--- config.mk ---
export PLATFORM = sky130hd
export DESIGN_NAME = fpnew_sdotp_out_buffer
export DESIGN_NICKNAME = d
export VERILOG_FILES = /design/src/rtl/fpnew_sdotp_out_buffer.sv
export SDC_FILE = /design/constraint.sdc
export NUM_CORES = 1
export LEC_CHECK = 0
export ABC_AREA = 0
export BUFFER_PORTS_ARGS = -buffer_cell sky130_fd_sc_hd__buf_2
export CAP_MARGIN = 20
export CORE_MARGIN = 2
export CORE_UTILIZATION = 58
export CTS_CLUSTER_DIAMETER = 100
export DETAILED_ROUTE_END_ITERATION = 10
export GPL_TIMING_DRIVEN = 0
export PLACE_DENSITY = 0.85
export SLEW_MARGIN = 20
export SYNTH_ARGS = -nofsm -noshare
export SYNTH_HDL_FRONTEND = slang
export SYNTH_SLANG_ARGS = --single-unit
--- constraint.sdc ---
create_clock -name clk_i -period 2.6 [get_ports clk_i]
set_input_delay 0 -clock clk_i [delete_from_list [all_inputs] [get_ports clk_i]]
set_output_delay 0 -clock clk_i [all_outputs]
set_load 0.05 [all_outputs]
--- src/rtl/fpnew_sdotp_out_buffer.sv ---
// Circular result FIFO behind the SDOTP unit with sticky fflags.
// Optional macro FPNEW_SDOTP_OUT_FALL_THROUGH_EN: empty-buffer bypass.
module fpnew_sdotp_out_buffer #(
  parameter int unsigned Width = 64,
  parameter int unsigned Depth = 2,
  parameter type TagType = logic,
  parameter type AuxType = logic,
  localparam int unsigned CntW = $clog2(Depth + 1)
) (
  input  logic            clk_i,
  input  logic            rst_ni,
  input  logic [Width-1:0] result_i,
  input  logic [4:0]      status_i,
  input  logic            extension_bit_i,
  input  TagType          tag_i,
  input  AuxType          aux_i,
  input  logic            in_valid_i,
  output logic            in_ready_o,
  input  logic            flush_i,
  output logic [Width-1:0] result_o,
  output logic [4:0]      status_o,
  output logic            extension_bit_o,
  output TagType          tag_o,
  output AuxType          aux_o,
  output logic            out_valid_o,
  input  logic            out_ready_i,
  input  logic            fflags_clr_i,
  output logic [4:0]      fflags_o,
  output logic [CntW-1:0] count_o,
  output logic            busy_o
);

  localparam int unsigned PtrW = (Depth > 1) ? $clog2(Depth) : 1;

  typedef struct packed {
    logic [Width-1:0] result;
    logic [4:0]       status;
    logic             ext;
    TagType           tag;
    AuxType           aux;
  } entry_t;

  entry_t          mem [Depth];
  entry_t          in_entry;
  entry_t          head;
  logic [PtrW-1:0] wr_ptr;
  logic [PtrW-1:0] rd_ptr;
  logic [CntW-1:0] count;
  logic [4:0]      fflags;
  logic            empty;
  logic            full;
  logic            push;
  logic            pop;
  logic            store;
  logic            drain;

  function automatic logic [PtrW-1:0] nxt(input logic [PtrW-1:0] p);
    return (p == PtrW'(Depth - 1)) ? '0 : p + PtrW'(1);
  endfunction

  assign in_entry = '{
    result: result_i,
    status: status_i,
    ext:    extension_bit_i,
    tag:    tag_i,
    aux:    aux_i
  };

  assign empty      = (count == '0);
  assign full       = (count == CntW'(Depth));
  assign in_ready_o = !full;

`ifdef FPNEW_SDOTP_OUT_FALL_THROUGH_EN
  // Empty buffer exposes the incoming entry directly.
  assign out_valid_o = !empty || in_valid_i;
  assign head        = empty ? in_entry : mem[rd_ptr];
`else
  assign out_valid_o = !empty;
  assign head        = mem[rd_ptr];
`endif

  assign push = in_valid_i && in_ready_o && !flush_i;
  assign pop  = out_valid_o && out_ready_i && !flush_i;

  // A pop on an empty buffer is a bypassed entry: nothing stored.
  assign store = push && !(empty && pop);
  assign drain = pop && !empty;

  assign result_o        = head.result;
  assign status_o        = head.status;
  assign extension_bit_o = head.ext;
  assign tag_o           = head.tag;
  assign aux_o           = head.aux;
  assign fflags_o        = fflags;
  assign count_o         = count;
  assign busy_o          = !empty;

  // Pointer and occupancy bookkeeping; flush empties the ring.
  always_ff @(posedge clk_i or negedge rst_ni) begin
    if (!rst_ni) begin
      wr_ptr <= '0;
      rd_ptr <= '0;
      count  <= '0;
    end else if (flush_i) begin
      wr_ptr <= '0;
      rd_ptr <= '0;
      count  <= '0;
    end else begin
      if (store) wr_ptr <= nxt(wr_ptr);
      if (drain) rd_ptr <= nxt(rd_ptr);
      if (store && !drain) begin
        count <= count + CntW'(1);
      end else if (!store && drain) begin
        count <= count - CntW'(1);
      end
    end
  end

  // Entry storage, written at the tail on an accepted push.
  always_ff @(posedge clk_i or negedge rst_ni) begin
    if (!rst_ni) begin
      for (int unsigned i = 0; i < Depth; i++) begin
        mem[i] <= '0;
      end
    end else if (store) begin
      mem[wr_ptr] <= in_entry;
    end
  end

  // Sticky flags: clear first, then merge the retiring status.
  always_ff @(posedge clk_i or negedge rst_ni) begin
    if (!rst_ni) begin
      fflags <= '0;
    end else begin
      fflags <= (fflags_clr_i ? 5'b0 : fflags)
              | (pop ? head.status : 5'b0);
    end
  end

endmodule

**Word level (Yosys, flattened, before mapping)**

Index checks and enable logic that the tools add are counted.

- Add/sub/neg operators: 4
- $lt $le $gt $ge: 3
- Eq/ne operators: 1
- Muxes and demuxes: 17
- Bitwise operators: 3
- Reductions and logical operators: 20

Operators with widths:

| operator | count |
|---|---|
| $mux W72 | 4 |
| $bwmux W144 | 1 |
| $demux W72 S1 | 1 |
| $logic_and A1 B1 Y1 | 10 |
| $mux W5 | 2 |
| $logic_not A1 Y1 | 6 |
| $mux W1 | 6 |
| $mux W2 | 3 |
| $or A5 B5 Y5 | 1 |
| $ge A2 B2 Y1 const B | 2 |
| $not A1 Y2 | 2 |
| $reduce_bool A2 Y1 | 2 |
| $reduce_bool A3 Y1 | 1 |
| $add A1 B1 Y1 const B | 2 |
| $add A2 B1 Y2 const B | 1 |
| $eq A2 B2 Y1 const B | 1 |
| $logic_not A2 Y1 | 1 |
| $lt A2 B1 Y1 const B | 1 |
| $sub A2 B1 Y2 const B | 1 |

- Register bits after elaboration: 153
- Input port bits: 78
- Output and inout bits: 82
- Logic and storage cells: 62

**Depth between registers and ports, before layout**

Gate-level depths: netlist of the first run.

- Depth in word-level cells: 12
- Depth in mapped cells: 6
- Mapped depth without buffers: 4

**Worst setup path before layout of the first run**

OpenSTA, ideal clock, no wires.

- Path type: register to register
- Start: register count[0], in the netlist count_o[0]
- End: register mem[10] (netlist bit)
- Setup time: 0.125 ns
- Data arrival time: 2.076 ns
- Data required time: 2.475 ns
- Slack: 0.399 ns
- Stages on the path, launching flop included: 7
- Path buffers: 2
- Cells stage by stage: dfrtp_1 and2b_2 inv_1 nand4b_1 buf_2 buf_2 mux2_2

- Elaborated cells between the ends (all ways): 11
- Those cells by class: 1 x eq/ne; 10 x reduce/logical

RTL lines:

| what | line | text |
|---|---|---|
| from (decl) | 48 | `logic [CntW-1:0] count;` |
| from (signal assigned) | 112 | `count <= count + CntW'(1);` |
| from (signal assigned) | 114 | `count <= count - CntW'(1);` |
| $eq A2 B2 Y1 | 70 | `assign full = (count == CntW'(Depth));` |
| $logic_not A1 Y1 | 71 | `assign in_ready_o = !full;` |
| via in_ready_o | 18 | `output logic in_ready_o,` |
| $logic_and A1 B1 Y1 (2 in series) | 82 | `assign push = in_valid_i && in_ready_o && !flush_i;` |
| $logic_and A1 B1 Y1 | 86 | `assign store = push && !(empty && pop);` |
| to (signal, indexed assignment) | 126 | `mem[wr_ptr] <= in_entry;` |
| to (decl) | 43 | `entry_t mem [Depth];` |

The timed path passes the listed nets, and every way through them passes these cells.
A chain may end at the register's enable or synchronous reset.

**Final worst setup path of the first run**

- Start: register rd_ptr
- End: output port result_o[46]

- Word-level cells in the longest chain between the ends: 4

RTL lines:

| what | line | text |
|---|---|---|
| from (decl) | 47 | `logic [PtrW-1:0] rd_ptr;` |
| from (signal assigned) | 110 | `if (drain) rd_ptr <= nxt(rd_ptr);` |
| $not A1 Y2 (not written as such) | 79 | `assign head = mem[rd_ptr];` |
| $mux W72 (not written as such) (3 in series) | 79 |  |
| to (decl) | 20 | `output logic [Width-1:0] result_o,` |

No other way between the ends. The select of a mux whose other input is x is not followed.

==> results of run 1 <==
layer usage:
metal	routed length (µm)	track usage [%]	vias up
met3	658	7.61	37
met1	6640	31.9	2345
met4	418	9.35	0
met5	0	0	-
li1	-	-	2022
met2	8270	45.7	133
critical path, delay by kind of cell (launching register included):
family                 cells  cell delay [ns]
muxes                      1             0.38
buffers and inverters      3             0.91
DFF                        1             0.63
timing repair:
action                                  4_1_cts  5_1_grt
endpoints found under the setup margin        0       20
endpoints found under the hold margin       234        0
hold buffers                                 77        0
sequential cells by signal, summed over array words and instances (netlist names):
| signal | cells |
|---|---|
| mem | 144 |
| fflags_o | 5 |
| count_o | 2 |
| rd_ptr | 1 |
| wr_ptr | 1 |
Yosys cell counts (all sizes together):
library cell / count
a22o: 5
mux2i: 1
nor4: 1
a21oi: 4
nand4b: 1
a21o: 1
o211ai: 1
dfrtp: 153
buf: 19
nand3b: 1
and2b: 1
nor2: 2
or3: 1
o21ai: 2
xor2: 1
or2: 2
clkbuf: 5
nor3b: 1
mux2: 216
inv: 3
cells by family (layout without fill, tap and decap cells):
group / after synthesis / count (layout)
simple gates: 10 / 10
flops: 153 / 153
mux: 217 / 217
xor+xnor: 1 / 1
compound gates: 13 / 13
buf+inv: 27 / 293
worst max path at each step:
stage,startpoint,endpoint,cells past startpoint
2_1_floorplan,count_o[0],mem[10],6
3_3_place_gp,rst_ni,mem[126],1
3_5_place_dp,count_o[0],mem[106],4
4_1_cts,rd_ptr,result_o[34],5
5_1_grt,rd_ptr,result_o[46],4
6_report,rd_ptr,result_o[46],4
stage by stage:
stage	total power [mW]	worst slack, ns	cell area, µm²	cells
6_report	8.41	0.263	9220	830
4_1_cts	8.42	0.00647	9220	831
3_3_place_gp	5.88	-0.516	7860	723
5_1_grt	8.76	0.117	9220	830
2_1_floorplan	5.42	0.399	6880	421
3_5_place_dp	6.00	0.427	7900	724
where the power goes:
group | switching [mW] | internal [mW]
Sequential | 0.313 | 2.96
Clock | 0.876 | 1.43
Combinational | 1.67 | 1.16
Total | 2.86 | 5.55
final cells by class:
class,count,area [µm²]
clock buffer,28,517
timing repair buffer,237,1600
multi-input combinational,241,2880
clock inverter,2,35.0
buffer,23,156
sequential,153,3830
fill,618,2300
tap,143,179
inverter,3,11.3
==> impl_metrics.toml, run 1 <==
[worst_setup_path]
cp_max_fo = 10
ff2ff_path_depth = 4
r2r_end = "mem[107]"
arrival_ns = 2.34
crit_top_cell = "buf_2"
startpoint_type = "register"
crit_slowest_cell = "dfrtp_1"
end_kind = "primary output"
cp.required_ns = 2.60
max_stage_delay_ns = 0.63
crit_path_cell_trace = "buf_2 -> buf_2 -> mux2_2 -> buf_2"
path_class = "reg2out"
worstReg2RegStart = "count_o[0]"
reg2reg_slack_ns = 0.41

[floorplanning]
num_io_pins = 160
fp.dieW_um = 113
die_h_um = 113
fp.dieArea_um2 = 12800
start_util_pct = 59.8
coreArea_um2 = 11500
rows = 39

[cells_and_area]
antenna_cells = 0
final_cell_mix = "buf_2, dfrtp_1, mux2_2, dlygate4sd3_1, mux2_4"
fin_util_pct = 80.0
final_common_cell = "buf_2"
final_nets = 754
drive_above_1_share_pct = 61.7
syn_to_final_growth_pct = 33.9

[clock_tree]
clockRootBuffer = "clkbuf_16"
clk_pin_slew_ns = 0.06
clock-sinks = 153
cts_tree = "built"
clk_path_buf_depth = 2
cts_setup_buffers = 0
cts_resized = 0
cts_buffers = 17
htreeDepth = 4
clock_latency_ns = 0.41

[placement]
place.gp.congestion = 0.749
portBuffers = 159
dpl.hpwl_mm = 9.69

[synth]
synth_area_leaders = "dfrtp_1, mux2_2, mux2_4"
synth_mux_area_share_pct = 39.3
yosysWarnings = 0
synthAdderAreaFrac_pct = 0
synth_top_family_by_area = "multiplexers"
ys_ff_latch = 153
synth.top_cell.area_share_pct = 55.6
synth-xor-area-share_pct = 0.127
yosysUniqueCellTypes = 23
synth_compound_area_share_pct = 1.29
synth.net_count = 499
yosysSeqAreaShare_pct = 55.6
synth-simple-area-share_pct = 1.18
synth_area_um2 = 6880
synth_top_area_cell = "dfrtp_1"
syn_inst = 421
syn_area_per_cell_um2 = 16.4

[routing]
avgRoutedWirePerCell_um = 19.3
drc_errors = 8
drt_wl_total_mm = 16.0
drtIter0Drc = 216
viasPerCell = 5.47
ant_nets = 0
first_pass_iters = 8
vias = 4537

[grt]
grt_usage_pct = 26.5
grt_max_degree = 83
grt_pass1_vias = 5118
antenna_found_initial = 0
gr-total-overflow = 0
grt_pass1_wl_mm = 26.1

[sta]
hold_violations = 0
rsz0062_at_grt = "no"
min_period_ns = 2.34
fin_crit_sh_pct = 89.9
tightestPinTransition_ns = 0.931
setup_viol = 0
hold_ws_ns = 0.165
finalSetupTns_ns = 0
slew_violations = 0
max_slew_margin_pct = 37.5
clock_skew_ns = 0.00566
max_freq_ghz = 0.428

[run_status]
violations = "design-rule violations"
outcome = "complete, but fails checks"

[power]
p_leak_nw = 4.36
p_per_area_nw_per_um2 = 913
peakVddDrop_mv = 0.577

[hold_path]
min_path_type = "in2async"

[run]
maxCapViolCount = 0
(Power assumes the default switching activity.)
==> run 2: changes to the inputs <==
--- a/config.mk
+++ b/config.mk
@@ -8,6 +8,7 @@
 export ABC_AREA = 0
 export BUFFER_PORTS_ARGS = -buffer_cell sky130_fd_sc_hd__buf_2
 export CAP_MARGIN = 20
+export CORE_ASPECT_RATIO = 0.8
 export CORE_MARGIN = 2
 export CORE_UTILIZATION = 58
 export CTS_CLUSTER_DIAMETER = 100
==> impl_metrics.toml, run 2 (synthesis results as in run 1) <==
[power]
intPower_mw = 5.48
p_leak_nw = 4.36
seqPwrFrac_pct = 38.8
clkPwrFrac_pct = 27.6
p_switching_mw = 2.92
p_per_area_nw_per_um2 = 912
swShare_pct = 34.8
total_power_mw = 8.41
power_frac_comb_pct = 33.6
peakVddDrop_mv = 0.658

[worst_setup_path]
crit_path_cell_trace = "buf_2 -> buf_2 -> mux2_2 -> buf_2"
crit_slowest_cell = "dfrtp_1"
end_kind = "primary output"
arrival_ns = 2.29
crit_top_cell = "buf_2"
cp_max_fo = 10
path_class = "reg2out"
ff2ff_path_depth = 4
cp.required_ns = 2.60
startpoint_type = "register"
reg2reg_slack_ns = 0.47
max_stage_delay_ns = 0.61

[sta]
fin_crit_sh_pct = 88.1
finalSetupTns_ns = 0
setup_viol = 0
fin_ws_ns = 0.310
hold_violations = 0
rsz0062_at_grt = "no"
hold_ws_ns = 0.0307
slew_violations = 0
max_slew_margin_pct = 45.1
min_period_ns = 2.29
tightestPinTransition_ns = 0.818
clock_skew_ns = 0.00613
max_freq_ghz = 0.437

[grt]
grt_max_degree = 96
grt_usage_pct = 25.4
antenna_found_initial = 0
grt_pass1_wl_mm = 25.3
grt_pass1_vias = 5033
gr-total-overflow = 0

[placement]
portBuffers = 159
placed_area_um2 = 7900
dpl.hpwl_mm = 9.81
dp_worst_setup_slack_ns = 0.470
place.gp.congestion = 0.781

[floorplanning]
die_h_um = 101
rows = 35
coreArea_um2 = 11600
start_util_pct = 59.5
fp.dieW_um = 126
num_io_pins = 160
fp.dieArea_um2 = 12800

[hold_path]
min_path_type = "in2reg"
hold_depth = 3

[clock_tree]
htreeDepth = 4
clock_latency_ns = 0.40
cts_tree = "built"
clk_path_buf_depth = 2
cts_buffers = 17
clk_pin_slew_ns = 0.06
cts_setup_buffers = 0
clockRootBuffer = "clkbuf_16"
clock-sinks = 153
cts_resized = 0

[routing]
ant_nets = 0
avgRoutedWirePerCell_um = 18.6
drtIter0Drc = 178
vias = 4463
drt_wl_total_mm = 15.6
first_pass_iters = 5
viasPerCell = 5.34
drc_errors = 0

[run]
maxCapViolCount = 0

[cells_and_area]
drive_above_1_share_pct = 62.4
largest-register = "mem"
final_nets = 753
fill_cells = 676
syn_to_final_growth_pct = 33.9
largest_reg_flops = 144
final_cell_mix = "buf_2, dfrtp_1, mux2_2, dlygate4sd3_1, mux2_4"
final_area_um2 = 9220
antenna_cells = 0
final_common_cell = "buf_2"

[run_status]
outcome = "complete, no violations"
run 2: changes by cell type in the layout (fill, tap and decap cells not counted):
cell | before | now
clkbuf_8 | 5 | 2
clkinv_2 | 1 | 3
dlygate4sd3_1 | 77 | 76
clkinv_4 | 0 | 3
clkinvlp_4 | 0 | 2
inv_6 | 0 | 1
clkbuf_1 | 10 | 7
run 2: power by group through the flow:
stage / Combinational, mW / Sequential (mW) / Clock, mW
6_report: 2.83 / 3.26 / 2.32
5_1_grt: 2.96 / 3.34 / 2.49
4_1_cts: 2.83 / 3.25 / 2.36
3_5_place_dp: 2.72 / 3.28 / 0
3_3_place_gp: 2.65 / 3.22 / 0
2_1_floorplan: 2.22 / 3.20 / 0
run 2: layout make-up:
type / instances / area, µm² / share of cell area, %
Buffer: 23 / 156 / 1.70
Inverter: 3 / 11.3 / 0.122
Multi-Input combinational cell: 241 / 2880 / 31.3
Sequential cell: 153 / 3830 / 41.5
Tap cell: 148 / 185 / 2.01
Clock buffer: 22 / 464 / 5.04
Clock inverter: 10 / 95.1 / 1.03
Timing Repair Buffer: 236 / 1590 / 17.3
run 2: timing repair:
action,4_1_cts,5_1_grt
setup endpoints to repair,0,12
hold buffers,76,0
hold endpoints to repair,224,0
run 2: per-stage QoR:
step	util [%]	instances
after floorplan	-	421
after global placement	68.0	728
after detailed placement	68.4	729
after CTS	79.8	837
final	79.7	836
after global routing	79.7	836
run 2: final timing paths:
path / startpoint / end
worst max-delay path: rd_ptr / result_o[45]
worst min-delay path: in_valid_i / count_o[0]
worst max register to register: count_o[0] / mem[108]
worst min register to register: mem[34] / mem[34]
max in group asynchronous: rst_ni / mem[111]
min in group asynchronous: rst_ni / mem[86]
run 2: metal layers:
layer	share of wire [%]	global-route usage (%)	wire length [µm]	vias up
li1	-	-	-	2024
met1	42	32.2	6590	2305
met2	53	45.0	8240	120
met3	3.8	5.65	599	14
met4	1.0	6.68	160	0
met5	0	0	0	-
run 2: critical path: cells and delay by family (launching register included):
kind                   cells  cell delay (ns)
buffers and inverters      3             0.89
DFF                        1             0.61
muxes                      1             0.38
